===== src/rtl/pwm_dac_pkg.sv =====
// pwm_dac_pkg: shared types and constants for the PWM DAC output stage.
package pwm_dac_pkg;

   // Default sample / duty / PWM counter width
   localparam int DEFAULT_WIDTH = 8;

   // Amplitude scaling: amp is 4 bits, product is shifted right by 4
   localparam int AMP_W     = 4;
   localparam int AMP_SHIFT = 4;

   // Output stage FSM
   typedef enum logic {
      IDLE = 1'b0,
      RUN  = 1'b1
   } pwm_state_t;

endpackage


===== src/rtl/pwm_dac_if.sv =====
// pwm_dac_if: sample path between the DDS (master) and the PWM DAC (slave).
//
// Handshake: sample_valid is a single-cycle strobe qualifying sample_in; there
// is no ready -- the slave always accepts and a write over an unused sample is
// flagged as overrun. sample_req is a 1-cycle pulse from the slave meaning
// "the buffered sample was just consumed, send the next one".
interface pwm_dac_if
   import pwm_dac_pkg::*;
#(
   parameter int WIDTH = DEFAULT_WIDTH
) ();

   logic [WIDTH-1:0] sample_in;
   logic             sample_valid;
   logic             sample_req;

   modport master (output sample_in, output sample_valid, input sample_req);
   modport slave  (input sample_in, input sample_valid, output sample_req);

endinterface


===== src/rtl/pwm_tick_gen.sv =====
// pwm_tick_gen: prescaler producing a 1-clk tick every PRESCALE clocks while
// enabled. The count is held at zero when disabled so every run starts aligned.
module pwm_tick_gen #(
   parameter int PRESCALE = 1
) (
   input  logic clk,
   input  logic rst,
   input  logic en,
   output logic tick
);

   localparam int            CW   = (PRESCALE > 1) ? $clog2(PRESCALE) : 1;
   localparam logic [CW-1:0] LAST = CW'(PRESCALE - 1);

   logic [CW-1:0] pcnt;

   // Prescale counter: wraps at PRESCALE-1, cleared while disabled
   always_ff @(posedge clk or posedge rst) begin
      if (rst) begin
         pcnt <= '0;
      end else if (!en || pcnt == LAST) begin
         pcnt <= '0;
      end else begin
         pcnt <= pcnt + CW'(1);
      end
   end

   // With PRESCALE=1 LAST is 0, so tick simply follows en
   assign tick = en && (pcnt == LAST);

endmodule


===== src/rtl/pwm_dac_out.sv =====
// pwm_dac_out: PWM output stage for DDS samples. One sample is double-buffered
// (pend -> duty); a new one is requested at every PWM period boundary.
// Optional build macro PWM_AMP_SCALE_EN adds amp[3:0] scaling of loaded duty.
module pwm_dac_out
   import pwm_dac_pkg::*;
#(
   parameter int WIDTH    = DEFAULT_WIDTH,
   parameter int PRESCALE = 1
) (
   input  logic             clk,
   input  logic             rst,
   input  logic             en,
   input  logic             clr_flags,
`ifdef PWM_AMP_SCALE_EN
   input  logic [AMP_W-1:0] amp,
`endif
   pwm_dac_if.slave         bus,
   output logic             pwm_out,
   output logic             busy,
   output logic             overrun,
   output logic             underrun,
   output pwm_state_t       dbg_state
);

   localparam logic [WIDTH-1:0] CNT_MAX = '1;

   pwm_state_t       state_q, state_d;
   logic [WIDTH-1:0] cnt_q;
   logic [WIDTH-1:0] duty_q;
   logic [WIDTH-1:0] pend_q;
   logic             pend_full_q;
   logic [WIDTH-1:0] load_val;
   logic             tick;
   logic             consume;
   logic             req;
   logic             ovr_set;
   logic             und_set;

   pwm_tick_gen #(.PRESCALE(PRESCALE)) u_tick (
      .clk  (clk),
      .rst  (rst),
      .en   (state_q == RUN),
      .tick (tick)
   );

`ifdef PWM_AMP_SCALE_EN
   // amp+1 ranges 1..16, so amp=15 is unity gain after the shift
   logic [WIDTH+AMP_W-1:0] prod;
   logic [AMP_W:0]         amp_p1;
   assign amp_p1   = {1'b0, amp} + (AMP_W+1)'(1);
   assign prod     = (WIDTH+AMP_W)'(pend_q) * (WIDTH+AMP_W)'(amp_p1);
   assign load_val = prod[AMP_SHIFT +: WIDTH];
`else
   assign load_val = pend_q;
`endif

   // FSM state register
   always_ff @(posedge clk or posedge rst) begin
      if (rst) begin
         state_q <= IDLE;
      end else begin
         state_q <= state_d;
      end
   end

   // Next state plus the consume / request / flag-set decisions
   always_comb begin
      state_d = state_q;
      consume = 1'b0;
      req     = 1'b0;
      und_set = 1'b0;
      case (state_q)
         IDLE: begin
            if (en && pend_full_q) begin
               state_d = RUN;
               consume = 1'b1;
               req     = 1'b1;
            end
         end
         RUN: begin
            // Period boundary: en is only looked at here, so a period always completes
            if (tick && cnt_q == CNT_MAX) begin
               if (en) begin
                  req = 1'b1;
                  if (pend_full_q) begin
                     consume = 1'b1;
                  end else begin
                     und_set = 1'b1;
                  end
               end else begin
                  state_d = IDLE;
               end
            end
         end
         default: state_d = IDLE;
      endcase
      // Writing in the consume cycle hands the old sample to duty, so it is not lost
      ovr_set = bus.sample_valid && pend_full_q && !consume;
   end

   // PWM counter, duty register and pending-sample buffer
   always_ff @(posedge clk or posedge rst) begin
      if (rst) begin
         cnt_q       <= '0;
         duty_q      <= '0;
         pend_q      <= '0;
         pend_full_q <= 1'b0;
      end else begin
         if (state_q == RUN) begin
            if (tick) begin
               cnt_q <= cnt_q + WIDTH'(1);
            end
         end else begin
            cnt_q <= '0;
         end
         if (consume) begin
            duty_q <= load_val;
         end
         if (bus.sample_valid) begin
            pend_q      <= bus.sample_in;
            pend_full_q <= 1'b1;
         end else if (consume) begin
            pend_full_q <= 1'b0;
         end
      end
   end

   // Registered PWM compare and sticky flags (a set event beats clr_flags)
   always_ff @(posedge clk or posedge rst) begin
      if (rst) begin
         pwm_out  <= 1'b0;
         overrun  <= 1'b0;
         underrun <= 1'b0;
      end else begin
         pwm_out  <= (state_q == RUN) && (cnt_q < duty_q);
         overrun  <= ovr_set || (overrun && !clr_flags);
         underrun <= und_set || (underrun && !clr_flags);
      end
   end

   assign bus.sample_req = req;
   assign busy           = (state_q == RUN);
   assign dbg_state      = state_q;

endmodule


===== src/flat_wrapper.sv =====
// flat-port wrapper written by rule: the top's interface ports become plain ports
module pwm_dac_out_flat import pwm_dac_pkg::*;
#(
   parameter int WIDTH    = DEFAULT_WIDTH,
   parameter int PRESCALE = 1
)
  (clk, rst, en, clr_flags, pwm_out, busy, overrun, underrun, dbg_state, bus_sample_in, bus_sample_valid, bus_sample_req);
  pwm_dac_if #(.WIDTH(WIDTH)) bus_i ();
  input  logic clk;
  input  logic rst;
  input  logic en;
  input  logic clr_flags;
  output logic pwm_out;
  output logic busy;
  output logic overrun;
  output logic underrun;
  output pwm_state_t dbg_state;
  input wire logic [$bits(bus_i.sample_in)-1:0] bus_sample_in;
  input wire logic [$bits(bus_i.sample_valid)-1:0] bus_sample_valid;
  output wire logic [$bits(bus_i.sample_req)-1:0] bus_sample_req;
  assign bus_i.sample_in = bus_sample_in;
  assign bus_i.sample_valid = bus_sample_valid;
  assign bus_sample_req = bus_i.sample_req;
  pwm_dac_out #(.WIDTH(WIDTH), .PRESCALE(PRESCALE)) u_core (.clk(clk), .rst(rst), .en(en), .clr_flags(clr_flags), .bus(bus_i), .pwm_out(pwm_out), .busy(busy), .overrun(overrun), .underrun(underrun), .dbg_state(dbg_state));
endmodule

===== config.mk =====
export PLATFORM = sky130hd
export DESIGN_NAME = pwm_dac_out_flat
export DESIGN_NICKNAME = d
export VERILOG_FILES = /design/src/rtl/pwm_dac_pkg.sv /design/src/rtl/pwm_dac_if.sv /design/src/rtl/pwm_tick_gen.sv /design/src/rtl/pwm_dac_out.sv /design/src/flat_wrapper.sv
export SDC_FILE = /design/constraint.sdc
export NUM_CORES = 1
export LEC_CHECK = 0
export ABC_AREA = 1
export CAP_MARGIN = 20
export CORE_UTILIZATION = 58
export DETAILED_ROUTE_END_ITERATION = 12
export PLACE_DENSITY = 0.87
export SLEW_MARGIN = 20
export SYNTH_ARGS = -nofsm -noshare
export SYNTH_HDL_FRONTEND = slang
export SYNTH_SLANG_ARGS = --single-unit

===== constraint.sdc =====
create_clock -name clk -period 3.2 [get_ports clk]
set_input_delay 0.64 -clock clk [delete_from_list [all_inputs] [get_ports clk]]
set_output_delay 0.64 -clock clk [all_outputs]
set_load 0.05 [all_outputs]

Word level (Yosys, flattened, before mapping)
Cells that the tools add are included.
W data, S select, Z words.
{"block": "totals", "reg_bits": 30, "latch_bits": 0, "ram_bits": 0, "mem_bits_ro": 0, "inputBits": 13, "mem_count": 0}
{"block": "op_classes", "add_sub_neg": 2, "multipliers": 0, "div": 0, "n_lt_le_gt_ge": 1, "eq_ne": 2, "shift": 0, "n_mux": 19, "n_bitwise": 2, "reduce_logical": 15}
{"operator": "$mux W8", "n": 2}
{"operator": "$mux W1", "n": 14}
{"operator": "$add A8 B1 Y8 const B", "n": 1}
{"operator": "$eq A8 B8 Y1 const B", "n": 1}
{"operator": "$logic_and A1 B1 Y1", "n": 8}
{"operator": "$lt A8 B8 Y1", "n": 1}
{"operator": "$pmux W1 S2", "n": 3}
{"operator": "$logic_not A1 Y1", "n": 3}
{"operator": "$logic_or A1 B1 Y1", "n": 3}
{"operator": "$ne A2 B2 Y1 const B", "n": 1}
{"operator": "$not A1 Y1", "n": 2}
{"operator": "$reduce_bool A2 Y1", "n": 1}
{"operator": "$add A1 B1 Y1 const B", "n": 1}

Longest topological paths before layout
{"block": "logic_depth", "depth_word": 8, "depth_mapped": 9, "ltp_nobuf": 9}

Cells and area by module
Synthesis repeated with hierarchy kept, for this count alone.
{"block": "unflattened", "cells_unflattened": 182, "hier_area_um2": 1490.2}
{"module": "pwm_dac_out", "n_inst": 1, "cells_per_inst": 177, "area_per_inst_um2": 1447.6, "seq_area_each_um2": 725.7}
{"module": "pwm_tick_gen", "n_inst": 1, "cells_per_inst": 5, "area_per_inst_um2": 42.5, "seq_area_each_um2": 25.0}

Least setup slack after synthesis
Ideal clock, no wire load.
{"block": "synth_timing", "path_type": "reg-to-output", "startpoint": "register u_core.state_q, in the netlist u_core.busy", "endpoint": "output bus_sample_req", "t_arrival_ns": 1.518, "path_slack_ns": 1.042, "path_stages_with_launch": 6, "path_buffers": 1, "cell_sequence": "dfrtp_1 -> buf_4 -> nand2_2 -> nor2_4 -> nand3_1 -> nand2_1"}
{"block": "synth_between", "elab_chain_cells": 4, "word_cells_on_any_way": 5}
{"item": "start: declaration", "line": "pwm_dac_out.sv:27", "rtl": "pwm_state_t state_q, state_d;"}
{"item": "start signal: assignment", "line": "pwm_dac_out.sv:62", "rtl": "state_q <= state_d;"}
{"item": "$logic_and A1 B1 Y1", "line": "pwm_tick_gen.sv:29", "rtl": "assign tick = en && (pcnt == LAST);"}
{"item": "$logic_and A1 B1 Y1", "line": "pwm_dac_out.sv:82", "rtl": "if (tick && cnt_q == CNT_MAX) begin"}
{"item": "$mux W1", "line": "pwm_dac_out.sv:82"}
{"item": "$pmux W1 S2 *", "line": "pwm_dac_out.sv:72", "rtl": "case (state_q)"}
{"item": "end: declaration", "line": "flat_wrapper.sv:20", "rtl": "output wire logic [$bits(bus_i.sample_req)-1:0] bus_sample_req;"}
Every way passes the cells marked *; elsewhere a longest branch is shown, timed or not.

Worst setup path after layout
{"block": "layout_timing", "startpoint": "input en", "endpoint": "output bus_sample_req"}
{"block": "layout_between", "elab_chain_cells": 3, "word_cells_on_any_way": 5}
{"item": "start: declaration", "line": "flat_wrapper.sv:11", "rtl": "input logic en;"}
{"item": "$mux W1 / $logic_and A1 B1 Y1 (equally long branches)", "line": "pwm_dac_out.sv:83, pwm_dac_out.sv:74"}
{"item": "$mux W1, on equally long branches", "line": "pwm_dac_out.sv:82, pwm_dac_out.sv:74"}
{"item": "$pmux W1 S2 *", "line": "pwm_dac_out.sv:72"}
Marks and branches as above.

==> flow_metrics.env <==
export IMPL_result_of_the_run="finished clean"
export IMPL_finalMaxSlewViolations=0
export IMPL_yosysWarningCount=0
export IMPL_ys_seq_area_share_pct=50.2
export IMPL_leakagePower_nw=0.893
export IMPL_crit_path_max_fanout=3
export IMPL_critPathLaunch="en"
export IMPL_die_h_um=52.8
export IMPL_h_tree_depth=2
export IMPL_cts_setup_buffers=0
export IMPL_global_route_overflow_total=0
export IMPL_final_core_util_pct=70.8
export IMPL_track_usage_pct=25.9
export IMPL_post_synth_inst_count=172
export IMPL_worst_setup_path_end_kind="primary output"
export IMPL_ctsLongestPathBuffers=2
export IMPL_reg2reg_depth=7
export IMPL_p_comb_share_pct=24.2
export IMPL_dr_total_vias=1197
export IMPL_netSwitchingFraction_pct=34.1
export IMPL_n_fill_cell=188
export IMPL_min_delay_start="u_core.load_val[7]$_DFFE_PP0P_"
export IMPL_synth_net_count=193
export IMPL_syn_avg_cell_area_um2=8.70
export IMPL_sw_pwr_w=0.000335
export IMPL_internal_power_w=0.000648
export IMPL_setup_viol=0
export IMPL_drt_total_wl_um=2980
export IMPL_pwr_share_seq_pct=51.6
export IMPL_initial_utilization_pct=61.0
export IMPL_fp_coreArea_mm2=0.00245
export IMPL_io_pin_count=19
export IMPL_ctsResizeCount=0
export IMPL_clock_sinks=30
export IMPL_maxCapViolCount=0
export IMPL_design_die_area_mm2=0.00279
export IMPL_synth_area_mm2=0.00150
export IMPL_grt_antenna_before_repair=0
export IMPL_drive_above_1_share_pct=12.3
export IMPL_area_growth_syn_to_layout_pct=16.2
export IMPL_critPathRequiredTime_ps=2560
export IMPL_clock_tree_from_tritoncts="yes"
export IMPL_regToRegStartpoint="u_core.cnt_q[1]$_DFFE_PP0P_"
export IMPL_finalWorstPathRequiredPeriod_ps=2430
export IMPL_remaining_drcs=0
export IMPL_clk_transition_reported_paths_ps=90
export IMPL_cp_data_arrival_time_ps=1790
export IMPL_worst_hold_path_num_cells=2
export IMPL_num_nets_final=215
export IMPL_power_density_mw_per_mm2=565
export IMPL_cts_hold_fix_buffers=0
export IMPL_antennaDiodeCount=0
export IMPL_hold_crit_path_type="reg2reg"
export IMPL_layout_common_cells="55 x nand2_1, 30 x dfrtp_1, 19 x inv_1"
export IMPL_cells_taking_the_most_area_after_synthesis="dfrtp_1 50%, nand2_1 14%, ha_1 6.7%"
export IMPL_std_cell_rows=18
export IMPL_die_w_um=52.8
export IMPL_antenna_violating_nets_post_route=0
export IMPL_grt_pass1_vias=1146
export IMPL_drt_pass1_iterations=4
export IMPL_layout_cells_most_common="nand2_1"
export IMPL_grt_start_max_net_pins=31
export IMPL_power_frac_clock_pct=24.2
export IMPL_post_dp_hpwl_um=2090
export IMPL_clock_skew_ps=6.07
export IMPL_setup_repair_after_global_routing_missed_its_margin="no"
export IMPL_max_freq_ghz=0.411
export IMPL_worstSetupPathType="in2out"
export IMPL_insertion_delay_ps=340
export IMPL_timing_setup_tns_ps=0
export IMPL_post_drt_wl_per_cell_um=13.3
export IMPL_gp_congestion=0.855
export IMPL_placement_io_buffers=18
export IMPL_drt_vias_per_instance=5.32
export IMPL_tritoncts_num_buffers=5
export IMPL_crit_path_start_kind="primary input"
export IMPL_grt_first_pass_wirelength_um=4930
export IMPL_min_period_over_period_pct=76.0
export IMPL_synthDominantAreaCellType="dfrtp_1"
export IMPL_finalHoldViolCount=0
export IMPL_cts_root_buffer="clkbuf_4"
export IMPL_synth_cell_types=24
export IMPL_synth_ff_latch_count=30
export IMPL_synth_top_area_share_pct=50.2
export IMPL_power_ir_vdd_worst_mv=0.386
export IMPL_drt_initial_drc_count=27
metrics by stage:
step	total power (W)	cell area, µm²	std cells	hold slack [ps]	worst slack [ps]
3_5_place_dp	0.000747	1680	217	463	818
6_report	0.000983	1740	225	485	769
2_1_floorplan	0.000666	1500	172	442	1040
5_1_grt	0.00104	1740	225	517	718
3_3_place_gp	0.000721	1680	217	462	864
4_1_cts	0.000982	1740	225	487	775
registers in the layout, indices dropped and copies added (netlist names):
| register | flops |
|---|---|
| u_core.cnt_q | 8 |
| u_core.duty_q | 8 |
| u_core.load_val | 8 |
| u_core.busy | 1 |
| u_core.overrun | 1 |
| u_core.pend_full_q | 1 |
| u_core.pwm_out | 1 |
| u_core.u_tick.pcnt | 1 |
| u_core.underrun | 1 |
cell type report:
cell class | instances | area, µm² | area share, %
clock buffer | 7 | 55.1 | 3.17
multi-input combinational | 116 | 623 | 35.8
tap | 30 | 37.5 | 2.16
timing repair buffer | 19 | 185 | 10.6
inverter | 22 | 82.6 | 4.75
sequential | 30 | 751 | 43.2
clock inverter | 1 | 5.00 | 0.288
logic make-up (layout without fill, tap and decap cells):
| kind of cell | Yosys count | count (layout) | share of synthesized area (%) |
|---|---|---|---|
| other | 1 | 1 | 0.251 |
| DFF | 30 | 30 | 50.2 |
| buffers and inverters | 26 | 49 | 8.19 |
| and+or+nand+nor | 85 | 85 | 25.3 |
| AOI/OAI and AO/OA | 22 | 22 | 9.36 |
| adders and majority gates | 8 | 8 | 6.69 |
worst max-delay path: stages:
cell	delay, ps
clkdlybuf4s50_1	530
nand2_1	90
inv_1	120
nand2_1	130
nand2_1	90
buf_4	190
power groups by stage:
stage / Sequential, W / Combinational [W] / Clock (W)
global route: 0.000513 / 0.000278 / 0.000253
detailed placement: 0.000511 / 0.000236 / 0
global placement: 0.000508 / 0.000213 / 0
floorplan: 0.000502 / 0.000164 / 0
CTS: 0.000504 / 0.000238 / 0.000240
finish: 0.000507 / 0.000238 / 0.000238
Yosys cell counts:
cell      number
o22ai_1        1
nor2_4         2
nand3_1       10
o21ai_2        5
nand2_4        1
dfrtp_1       30
clkinv_1       1
a21oi_1        8
nand2_2        3
buf_2          1
nand3_4        1
nor2_1        10
inv_1         19
buf_12         1
o21ai_0        1
inv_2          2
o21a_1         1
nor3_1         3
buf_4          2
o21ai_1        5
nand2_1       55
o22ai_2        1
ha_1           8
conb_1         1
layer usage:
layer	vias up	part of all wire [%]	GRT usage [%]	wire length, µm
met4	0	2.3	12.3	69
met2	33	52	44.9	1540
met3	10	4.9	7.83	147
li1	583	-	-	-
met5	-	0	0	0
met1	571	41	28.7	1220
final timing paths:
path	end	slack (ps)
max reg2reg	u_core.duty_q[4]$_DFFE_PP0P_	1660
max	bus_sample_req	770
min	u_core.load_val[7]$_DFFE_PP0P_	480
min reg2reg	u_core.load_val[7]$_DFFE_PP0P_	480
max in group asynchronous	u_core.cnt_q[2]$_DFFE_PP0P_	2240
min in group asynchronous	u_core.load_val[4]$_DFFE_PP0P_	670
No activity file was read; power rests on OpenSTA's default activity.
